**src/rtl/ka_split_sched_93bit_pkg.sv**
```systemverilog
// Shared constants for the 93-bit GF(2) Karatsuba front end: widths,
// sub-product selectors and scheduler state encoding.
package ka93_defs;

    localparam int N  = 93;
    localparam int HL = 47;
    localparam int HH = N - HL;
    localparam int PW = 2 * HL - 1;

    localparam logic [1:0] SEL_LO  = 2'd0;
    localparam logic [1:0] SEL_HI  = 2'd1;
    localparam logic [1:0] SEL_MID = 2'd2;

    localparam logic [1:0] IDLE = 2'd0;
    localparam logic [1:0] RUN  = 2'd1;
    localparam logic [1:0] OUT  = 2'd2;

    // High half zero-extended to the sub-operand width.
    function automatic logic [HL-1:0] hi_ext(input logic [N-1:0] x);
        return {1'b0, x[N-1:HL]};
    endfunction

endpackage

```
**src/rtl/ka_operand_split_93bit.sv**
```systemverilog
// Combinational operand selector: picks lo, hi or lo^hi of both operands
// for the requested Karatsuba sub-product.
module ka_operand_split_93bit
    import ka93_defs::*;
(
    input  logic [N-1:0]  a,
    input  logic [N-1:0]  b,
    input  logic [1:0]    sel,
    output logic [HL-1:0] sub_a,
    output logic [HL-1:0] sub_b
);

    logic [HL-1:0] lo_a, lo_b, hi_a, hi_b;

    assign lo_a = a[HL-1:0];
    assign lo_b = b[HL-1:0];
    assign hi_a = hi_ext(a);
    assign hi_b = hi_ext(b);

    always_comb begin
        sub_a = '0;
        sub_b = '0;
        case (sel)
            SEL_LO: begin
                sub_a = lo_a;
                sub_b = lo_b;
            end
            SEL_HI: begin
                sub_a = hi_a;
                sub_b = hi_b;
            end
            SEL_MID: begin
                sub_a = lo_a ^ hi_a;
                sub_b = lo_b ^ hi_b;
            end
            default: begin
                sub_a = '0;
                sub_b = '0;
            end
        endcase
    end

endmodule

```
**src/rtl/ka_split_sched_93bit.sv**
```systemverilog
// Karatsuba front end: issues LO, HI, MID sub-products to a shared
// multiplier, collects the in-order results and presents the product triple.
module ka_split_sched_93bit
    import ka93_defs::*;
(
    input  logic          clk,
    input  logic          rst_n,
    input  logic          in_valid,
    output logic          in_ready,
    input  logic [N-1:0]  in_a,
    input  logic [N-1:0]  in_b,
    output logic          sub_valid,
    input  logic          sub_ready,
    output logic [HL-1:0] sub_a,
    output logic [HL-1:0] sub_b,
    output logic [1:0]    sub_sel,
    input  logic          prod_valid,
    input  logic [PW-1:0] prod_data,
    output logic          out_valid,
    input  logic          out_ready,
    output logic [PW-1:0] out_p_lo,
    output logic [PW-1:0] out_p_mid,
    output logic [PW-1:0] out_p_hi,
    output logic          err
);

    logic [1:0]    state;
    logic [1:0]    iss_cnt;
    logic [1:0]    rcv_cnt;
    logic [N-1:0]  op_a;
    logic [N-1:0]  op_b;
    logic [PW-1:0] p_lo;
    logic [PW-1:0] p_hi;
    logic [PW-1:0] p_mid;

    logic          iss_hs;
    logic [2:0]    iss_eff;
    logic          prod_ok;
    logic [1:0]    sel_cur;
    logic [HL-1:0] split_a;
    logic [HL-1:0] split_b;

    assign in_ready  = (state == IDLE);
    assign out_valid = (state == OUT);
    assign sub_valid = (state == RUN) && (iss_cnt < 2'd3);
    assign iss_hs    = sub_valid && sub_ready;

    // A product is legal only if its request has been (or is being) issued.
    assign iss_eff = {1'b0, iss_cnt} + {2'b00, iss_hs};
    assign prod_ok = (state == RUN) && ({1'b0, rcv_cnt} < iss_eff);

    // Outside an active request the issue bus is parked at zero / LO.
    assign sel_cur = sub_valid ? iss_cnt : SEL_LO;
    assign sub_sel = sel_cur;
    assign sub_a   = sub_valid ? split_a : '0;
    assign sub_b   = sub_valid ? split_b : '0;

    ka_operand_split_93bit u_split (
        .a     (op_a),
        .b     (op_b),
        .sel   (sel_cur),
        .sub_a (split_a),
        .sub_b (split_b)
    );

    assign out_p_lo  = p_lo;
    assign out_p_hi  = p_hi;
    assign out_p_mid = p_mid;

    always_ff @(posedge clk or negedge rst_n) begin
        if (!rst_n) begin
            state   <= IDLE;
            iss_cnt <= 2'd0;
            rcv_cnt <= 2'd0;
            op_a    <= '0;
            op_b    <= '0;
            p_lo    <= '0;
            p_hi    <= '0;
            p_mid   <= '0;
        end else begin
            case (state)
                IDLE: begin
                    if (in_valid) begin
                        op_a    <= in_a;
                        op_b    <= in_b;
                        iss_cnt <= 2'd0;
                        rcv_cnt <= 2'd0;
                        state   <= RUN;
                    end
                end
                RUN: begin
                    if (iss_hs)
                        iss_cnt <= iss_cnt + 2'd1;
                    if (prod_valid && prod_ok) begin
                        rcv_cnt <= rcv_cnt + 2'd1;
                        case (rcv_cnt)
                            2'd0:    p_lo <= prod_data;
                            2'd1:    p_hi <= prod_data;
                            default: begin
                                // Middle term of the Karatsuba recombination.
                                p_mid <= prod_data ^ p_lo ^ p_hi;
                                state <= OUT;
                            end
                        endcase
                    end
                end
                OUT: begin
                    if (out_ready)
                        state <= IDLE;
                end
                default: state <= IDLE;
            endcase
        end
    end

    always_ff @(posedge clk or negedge rst_n) begin
        if (!rst_n)
            err <= 1'b0;
        else if (prod_valid && !prod_ok)
            err <= 1'b1;
    end

endmodule

```
**config.mk**
```make
export PLATFORM = sky130hd
export DESIGN_NAME = ka_split_sched_93bit
export DESIGN_NICKNAME = d
export VERILOG_FILES = /design/src/rtl/ka_split_sched_93bit_pkg.sv /design/src/rtl/ka_operand_split_93bit.sv /design/src/rtl/ka_split_sched_93bit.sv
export SDC_FILE = /design/constraint.sdc
export NUM_CORES = 1
export LEC_CHECK = 0
export CAP_MARGIN = 20
export CORE_UTILIZATION = 35
export CTS_BUF_LIST = sky130_fd_sc_hd__clkbuf_16
export DETAILED_ROUTE_END_ITERATION = 10
export GPL_TIMING_DRIVEN = 1
export SYNTH_ARGS = -nofsm -noshare
export SYNTH_HDL_FRONTEND = slang
export SYNTH_SLANG_ARGS = --single-unit
```
**constraint.sdc**
```tcl
create_clock -name clk -period 7.4 [get_ports clk]
set_input_delay 1.48 -clock clk [delete_from_list [all_inputs] [get_ports clk]]
set_output_delay 1.48 -clock clk [all_outputs]
set_load 0.02 [all_outputs]
```
======== After elaboration in Yosys (flattened, before gate mapping) ========
Index checks and enable logic that the tools add are counted.
operators by class
  add/subtract/negate cells ............... 3
  magnitude comparators ................... 2
  equal/unequal tests ..................... 10
  mux-type cells .......................... 15
  bitwise operators ....................... 5
  reductions and logical operators ........ 18
operators with widths
  kind                 number
  $pmux 47 s3          2
  $xor 93x93->93       2
  $mux 47              2
  $xor 47x46->47       2
  $mux 2               8
  $reduce_and 3->1     5
  $pmux 2 s2           2
  $eq 2x1->1 const B   3
  $logic_not 2->1      3
  $ne 2x2->1 const B   3
  $pmux 2 s3           1
  $logic_and 1x1->1    5
  $add 2x1->2 const B  2
  $eq 2x2->1 const B   2
  $ne 2x1->1 const B   2
  $reduce_and 4->1     1
  $add 2x1->3          1
  $lt 2x3->1           1
  $lt 2x2->1 const B   1
  $reduce_and 2->1     1
  $reduce_bool 2->1    1
  $reduce_or 2->1      1
  $logic_not 1->1      1
  $not 1->1            1
word-level totals
  register bits ........................... 472
  input bits .............................. 285
  output and inout bits ................... 379
  word-level logic and storage cells ...... 62

======== Longest topological paths before layout ========
  depth in word-level cells ............... 9
  mapped depth ............................ 15
  mapped depth without buffers ............ 12

======== Modules after synthesis ========
A second synthesis with hierarchy kept.
second synthesis, totals
  cells, all modules ...................... 1746
  area, all modules ....................... 23686.5 um2
modules (own cells, without submodules)
  module                  instances  cells each  area an instance (um2)  seq. area each (um2)
  ka_split_sched_93bit    1          1325        19909.1                 11811.3
  ka_operand_split_93bit  1          421         3777.4                  0.0

======== Worst setup path after synthesis ========
Ideal clock, no wire load.
  path type ............................... input -> register
  start point ............................. input port sub_ready
  end point ............................... register p_hi[22] (netlist: out_p_hi[22])
  setup time .............................. 0.127 ns
  arrival ................................. 3.546 ns
  data required time ...................... 7.273 ns
  setup slack ............................. 3.727 ns
  stages on the path ...................... 11
  buffers on the path ..................... 2
  cell sequence ........................... and2_1 > ha_1 > ha_1 > inv_1 > ha_1 > inv_1 > o311a_4 > and3_1 > buf_6 > buf_6 > mux2_1
on the way
  longest elaborated chain between the ends .. 6
ends and longest elaborated chain
  item                               RTL line                    RTL
  from (decl)                        ka_split_sched_93bit.sv:13  input logic sub_ready,
  $logic_and 1x1->1                  ka_split_sched_93bit.sv:46  assign iss_hs = sub_valid && sub_ready;
  $add 2x1->3                        ka_split_sched_93bit.sv:49  assign iss_eff = {1'b0, iss_cnt} + {2'b00, iss_hs};
  $lt 2x3->1                         ka_split_sched_93bit.sv:50  assign prod_ok = (state == RUN) && ({1'b0, rcv_cnt} < iss_eff);
  $logic_and 1x1->1                  ka_split_sched_93bit.sv:50
  $logic_and 1x1->1                  ka_split_sched_93bit.sv:94  if (prod_valid && prod_ok) begin
  $reduce_and 3->1 (no source line)  --
  to (signal assigned)               ka_split_sched_93bit.sv:98  2'd1: p_hi <= prod_data;
  to (decl)                          ka_split_sched_93bit.sv:33  logic [PW-1:0] p_hi;
No other way between the ends.
A chain may end at the register's enable or synchronous reset.

======== Worst setup path in the final report ========
  start point ............................. register iss_cnt[0]
  end point ............................... output port sub_b[28]
on the way
  longest elaborated chain between the ends .. 6
  elaborated cells on any way between the ends .. 8
  classes of those cells .................. order compare (1); eq/ne (2); mux (3); reduce/logical (2)
ends and longest elaborated chain
  item                                RTL line                      RTL
  from (decl)                         ka_split_sched_93bit.sv:28    logic [1:0] iss_cnt;
  from (signal assigned)              ka_split_sched_93bit.sv:93    iss_cnt <= iss_cnt + 2'd1;
  $lt 2x2->1                          ka_split_sched_93bit.sv:45    assign sub_valid = (state == RUN) && (iss_cnt < 2'd3);
  $logic_and 1x1->1                   ka_split_sched_93bit.sv:45
  $mux 2                              ka_split_sched_93bit.sv:53    assign sel_cur = sub_valid ? iss_cnt : SEL_LO;
  $eq 2x2->1 (tied with other cells)  ka_operand_split_93bit.sv:23  case (sel)
  $pmux 47 s3                         ka_operand_split_93bit.sv:23
  $mux 47 (*)                         ka_split_sched_93bit.sv:56    assign sub_b = sub_valid ? split_b : '0;
  to (decl)                           ka_split_sched_93bit.sv:15    output logic [HL-1:0] sub_b,
Mark *: on every way between the ends. The rest lies on a longest branch, timed or not.

==> impl_results.html <==
<table>
<tr><th>Metric</th><th>Value</th></tr>
<tr><th colspan="2">Global routing</th></tr>
<tr><td>Total gr overflow</td><td>0</td></tr>
<tr><td>Vias in the first global route</td><td>17710</td></tr>
<tr><td>Initial antenna violation count</td><td>19</td></tr>
<tr><td>Pin count of the biggest net entering global routing</td><td>176</td></tr>
<tr><td>First-pass GRT wire length</td><td>105700 µm</td></tr>
<tr><td>Total Routing Usage GR</td><td>21.14%</td></tr>
<tr><th colspan="2">Floorplanning</th></tr>
<tr><td>Die Outline Area</td><td>65070 µm²</td></tr>
<tr><td>Initial cell density of the core</td><td>35.47%</td></tr>
<tr><td>Vertical die dimension</td><td>255.1 µm</td></tr>
<tr><td>Row Count</td><td>92</td></tr>
<tr><td>Area of the core region</td><td>63200 µm²</td></tr>
<tr><td>Width of the chip</td><td>255.1 µm</td></tr>
<tr><td>Number of top-level pins</td><td>664</td></tr>
<tr><th colspan="2">Logic synthesis</th></tr>
<tr><td>Number of library cell types mapped by synthesis</td><td>28</td></tr>
<tr><td>Synth Flop Type</td><td>sky130_fd_sc_hd__dfrtp_1</td></tr>
<tr><td>Syn_area_per_cell</td><td>10.51 µm²</td></tr>
<tr><td>Syn Nets</td><td>2424</td></tr>
<tr><td>Fraction of the yosys area taken by sequential cells</td><td>52.69%</td></tr>
<tr><td>Synth Instances</td><td>2133</td></tr>
<tr><td>Async set or reset register ratio after synthesis</td><td>100.0%</td></tr>
<tr><td>Yosys synthesis warning count</td><td>0</td></tr>
<tr><td>Post-synthesis register bit count</td><td>472</td></tr>
<tr><td>Cell with the most instances after synthesis</td><td>sky130_fd_sc_hd__nand2_1</td></tr>
<tr><td>Yosys top cell by area</td><td>sky130_fd_sc_hd__dfrtp_1</td></tr>
<tr><td>Number of synthesized flops with an enable pin</td><td>0</td></tr>
<tr><td>Proportion of netlist area held by the largest area contributor</td><td>52.69%</td></tr>
<tr><td>Most area-consuming cells after synthesis</td><td>sky130_fd_sc_hd__dfrtp_1, sky130_fd_sc_hd__nand2_1, sky130_fd_sc_hd__xnor2_1</td></tr>
<tr><td>Commonest cells post-synth</td><td>sky130_fd_sc_hd__nand2_1, sky130_fd_sc_hd__dfrtp_1, sky130_fd_sc_hd__xnor2_1</td></tr>
<tr><td>Synthesized area</td><td>22420 µm²</td></tr>
<tr><th colspan="2">Worst setup path</th></tr>
<tr><td>Cell type of the slowest stage on the worst timing path</td><td>sky130_fd_sc_hd__dfrtp_4</td></tr>
<tr><td>Register-to-register setup slack</td><td>2.50 ns</td></tr>
<tr><td>Biggest fanout along the worst timing path</td><td>109</td></tr>
<tr><td>Worst setup endpoint</td><td>sub_b[28]</td></tr>
<tr><td>Endpoint of the worst-slack reg-to-reg timing path</td><td>out_p_lo[47]</td></tr>
<tr><td>Series of cell instances along the critical path</td><td>ha_1 &gt; nand2b_4 &gt; buf_4 &gt; nor2_1 &gt; clkdlybuf4s50_1</td></tr>
<tr><td>Critical path data arrival time</td><td>3.84 ns</td></tr>
<tr><td>CP Launch Type</td><td>register</td></tr>
<tr><td>Delay of the slowest cell on the worst path</td><td>1.08 ns</td></tr>
<tr><td>Startpoint of the worst-slack reg-to-reg timing path</td><td>iss_cnt[0]</td></tr>
<tr><td>Critical path capture point type</td><td>output pin</td></tr>
<tr><td>WS Path Type</td><td>reg -&gt; out</td></tr>
<tr><td>Beginning of the critical path</td><td>iss_cnt[0]</td></tr>
<tr><td>Critical Path RT</td><td>5.92 ns</td></tr>
<tr><td>R2R cell count</td><td>13</td></tr>
<tr><th colspan="2">Pwr</th></tr>
<tr><td>P_sw</td><td>6677 µW</td></tr>
<tr><td>Share of power burned in combinational logic</td><td>53.2%</td></tr>
<tr><td>Clk pwr share</td><td>15.4%</td></tr>
<tr><td>Static leakage power</td><td>0.01361 µW</td></tr>
<tr><td>Internal power summed over all cells</td><td>9428 µW</td></tr>
<tr><td>Power density over the cells</td><td>514.4 nW/µm²</td></tr>
<tr><td>IR drop worst, VDD</td><td>0.0002750 V</td></tr>
<tr><td>Proportion of total power due to net switching</td><td>41.46%</td></tr>
<tr><td>Sequential share of power</td><td>31.5%</td></tr>
<tr><th colspan="2">Timing</th></tr>
<tr><td>Fin Setup TNS</td><td>0 ns</td></tr>
<tr><td>Smallest hold slack</td><td>0.4792 ns</td></tr>
<tr><td>Max frequency</td><td>0.1881 GHz</td></tr>
<tr><td>Final min period</td><td>5.317 ns</td></tr>
<tr><td>Ratio of final minimum period to clock period</td><td>71.85%</td></tr>
<tr><td>Worst max-slew margin expressed relative to the limit</td><td>29.31%</td></tr>
<tr><td>Actual slew at the worst max-slew pin</td><td>1.060 ns</td></tr>
<tr><td>Hold violation count in the final report</td><td>0</td></tr>
<tr><td>Count of final max-slew check failures</td><td>0</td></tr>
<tr><td>Clock Skew</td><td>0.02302 ns</td></tr>
<tr><td>Total of endpoints with negative setup slack in the final report</td><td>0</td></tr>
<tr><td>Setup repair after global routing missed its margin</td><td>no</td></tr>
<tr><th colspan="2">Drt</th></tr>
<tr><td>Vias per inst</td><td>4.891</td></tr>
<tr><td>Wire length after detailed routing</td><td>71570 µm</td></tr>
<tr><td>Routed length per instance</td><td>19.63 µm</td></tr>
<tr><td>1st-pass router iterations</td><td>6</td></tr>
<tr><td>Antenna-violating nets left</td><td>0</td></tr>
<tr><td>Detailed Route Iter0 Violations</td><td>977</td></tr>
<tr><td>Overall via count from detail_route</td><td>17830</td></tr>
<tr><td>DRC violation count after routing</td><td>0</td></tr>
<tr><th colspan="2">Layout</th></tr>
<tr><td>Fin cells</td><td>3646</td></tr>
<tr><td>Share of layout cells above drive strength 1</td><td>8.453%</td></tr>
<tr><td>Net count, final</td><td>3030</td></tr>
<tr><td>FF/Latch Area</td><td>11820 µm²</td></tr>
<tr><td>Synthesis-to-finish area growth</td><td>39.65%</td></tr>
<tr><td>Fill cell instance count of the final layout</td><td>5780</td></tr>
<tr><td>Finished Cell Area</td><td>31310 µm²</td></tr>
<tr><td>Multi-input gate area</td><td>9927 µm²</td></tr>
<tr><th colspan="2">CTS</th></tr>
<tr><td>Post-CTS setup repair buffer count</td><td>0</td></tr>
<tr><td>TritonCTS Sinks</td><td>472</td></tr>
<tr><td>Hold_buf cts</td><td>0</td></tr>
<tr><td>Inserted Clock Buffers</td><td>55</td></tr>
<tr><td>Clock tree from TritonCTS</td><td>yes</td></tr>
<tr><td>Register clock-pin slew on the reported worst setup and hold paths</td><td>0.06 ns</td></tr>
<tr><td>Worst-Skew Late Latency</td><td>0.61 ns</td></tr>
<tr><td>Max Buffers Root-to-Sink</td><td>3</td></tr>
<tr><td>Post-cts sizing count</td><td>0</td></tr>
<tr><td>Root buf cell</td><td>sky130_fd_sc_hd__clkbuf_16</td></tr>
<tr><td>Number of H-tree branching levels</td><td>2</td></tr>
<tr><th colspan="2">Placed design</th></tr>
<tr><td>Count of input and output buffers</td><td>663</td></tr>
<tr><td>Post-Place Cells</td><td>3528</td></tr>
<tr><td>Post-detail-place hpwl</td><td>49980 µm</td></tr>
<tr><td>Routability congestion estimate from global placement</td><td>0.8393</td></tr>
<tr><td>Area post-placement</td><td>29630 µm²</td></tr>
<tr><th colspan="2">Worst hold path</th></tr>
<tr><td>Worst min-delay path class</td><td>reg -&gt; reg</td></tr>
<tr><th colspan="2">Run status</th></tr>
<tr><td>Run status</td><td>finished clean</td></tr>
<tr><th colspan="2">Job</th></tr>
<tr><td>Max capacitance violation total</td><td>0</td></tr>
</table>
worst min-delay path by stage:
stage,start,to,cells past startpoint,slack (ns)
2_1_floorplan,op_a[46],op_a[46],2,0.44
3_3_place_gp,op_a[46],op_a[46],2,0.45
3_5_place_dp,op_b[46],op_b[46],2,0.46
4_1_cts,op_b[46],op_b[46],2,0.48
5_1_grt,out_p_mid[23],out_p_mid[23],1,0.52
6_report,op_a[46],op_a[46],2,0.48
metal layers:
metal	share of wire [%]	GRT usage, %	vias to the layer above
met5	0.018	0	-
met4	3.8	10.56	2
met3	5.4	4.607	122
met2	50	35.16	493
met1	41	25.85	8872
li1	-	-	8345
cells by family (layout without fill, tap and decap cells):
| logic type | count (synthesis) | count (layout) | synth area share (%) |
|---|---|---|---|
| DFF | 472 | 472 | 52.69 |
| adders and majority gates | 6 | 6 | 0.3349 |
| xor gates and xnor gates | 198 | 198 | 7.736 |
| other | 0 | 20 | 0 |
| and+or+nand+nor | 862 | 862 | 15.78 |
| AOI/OAI and AO/OA | 176 | 176 | 5.352 |
| buffers and inverters | 137 | 784 | 3.153 |
| muxes | 282 | 282 | 14.95 |
state kept, by name, indices dropped and copies added (netlist names):
| signal | flops |
|---|---|
| err | 1 |
| out_p_lo | 93 |
| op_b | 93 |
| iss_cnt | 2 |
| state | 2 |
| out_p_mid | 93 |
| rcv_cnt | 2 |
| op_a | 93 |
| out_p_hi | 93 |
power by group through the flow:
stage	logic (µW)	registers, µW	clock network (µW)
after detailed placement	8640	5100	0
after global routing	9180	5270	2660
after CTS	8680	5070	2560
final	8560	5070	2480
after global placement	8480	5020	0
after floorplan	4260	5690	0
area by class of cell:
type                       count  share of cell area [%]
multi-input combinational   1524                   31.71
clock inverter                43                  0.8033
timing repair buffer         679                   21.72
inverter                       7                 0.08393
antenna                       20                  0.1599
clock buffer                  55                   4.396
sequential                   472                   37.75
tap                          846                   3.381
placed cells by master, fill, tap and decap left out, types with 2 or more instances in the layout:
cell and n:
sky130_fd_sc_hd__clkinv_1 9, sky130_fd_sc_hd__inv_1 26, sky130_fd_sc_hd__clkdlybuf4s50_1 662, sky130_fd_sc_hd__and3_4 2
sky130_fd_sc_hd__mux2i_1 3, sky130_fd_sc_hd__xnor2_1 198, sky130_fd_sc_hd__and2_1 4, sky130_fd_sc_hd__dfrtp_4 2
sky130_fd_sc_hd__or3_1 80, sky130_fd_sc_hd__a21oi_1 12, sky130_fd_sc_hd__mux2_2 91, sky130_fd_sc_hd__nor3b_1 14
sky130_fd_sc_hd__nand2b_1 2, sky130_fd_sc_hd__clkinv_2 9, sky130_fd_sc_hd__nor2_1 188, sky130_fd_sc_hd__clkbuf_16 55
sky130_fd_sc_hd__nand2_1 565, sky130_fd_sc_hd__ha_1 6, sky130_fd_sc_hd__buf_4 13, sky130_fd_sc_hd__buf_12 3
sky130_fd_sc_hd__o21ai_0 82, sky130_fd_sc_hd__mux2_1 140, sky130_fd_sc_hd__a32oi_1 80, sky130_fd_sc_hd__mux2_4 48
sky130_fd_sc_hd__dfrtp_1 470, sky130_fd_sc_hd__diode_2 20
worst max-delay path, delay by kind of cell (launching register included):
kind          cells  cell delay (ns)
simple gates      2             0.46
flops             1             1.08
fa+ha+maj         1             0.29
buf+inv           2             1.33
through the flow:
| stage | power, µW | setup slack (ns) | util, % |
|---|---|---|---|
| 2_1_floorplan | 9952 | 3.727 | - |
| 3_3_place_gp | 13500 | 2.419 | 46.89 |
| 3_5_place_dp | 13730 | 2.407 | 46.89 |
| 4_1_cts | 16300 | 1.963 | 49.46 |
| 5_1_grt | 17120 | 1.799 | 49.53 |
| 6_report | 16100 | 2.083 | 49.54 |
Power figures use the tool's default switching activity.
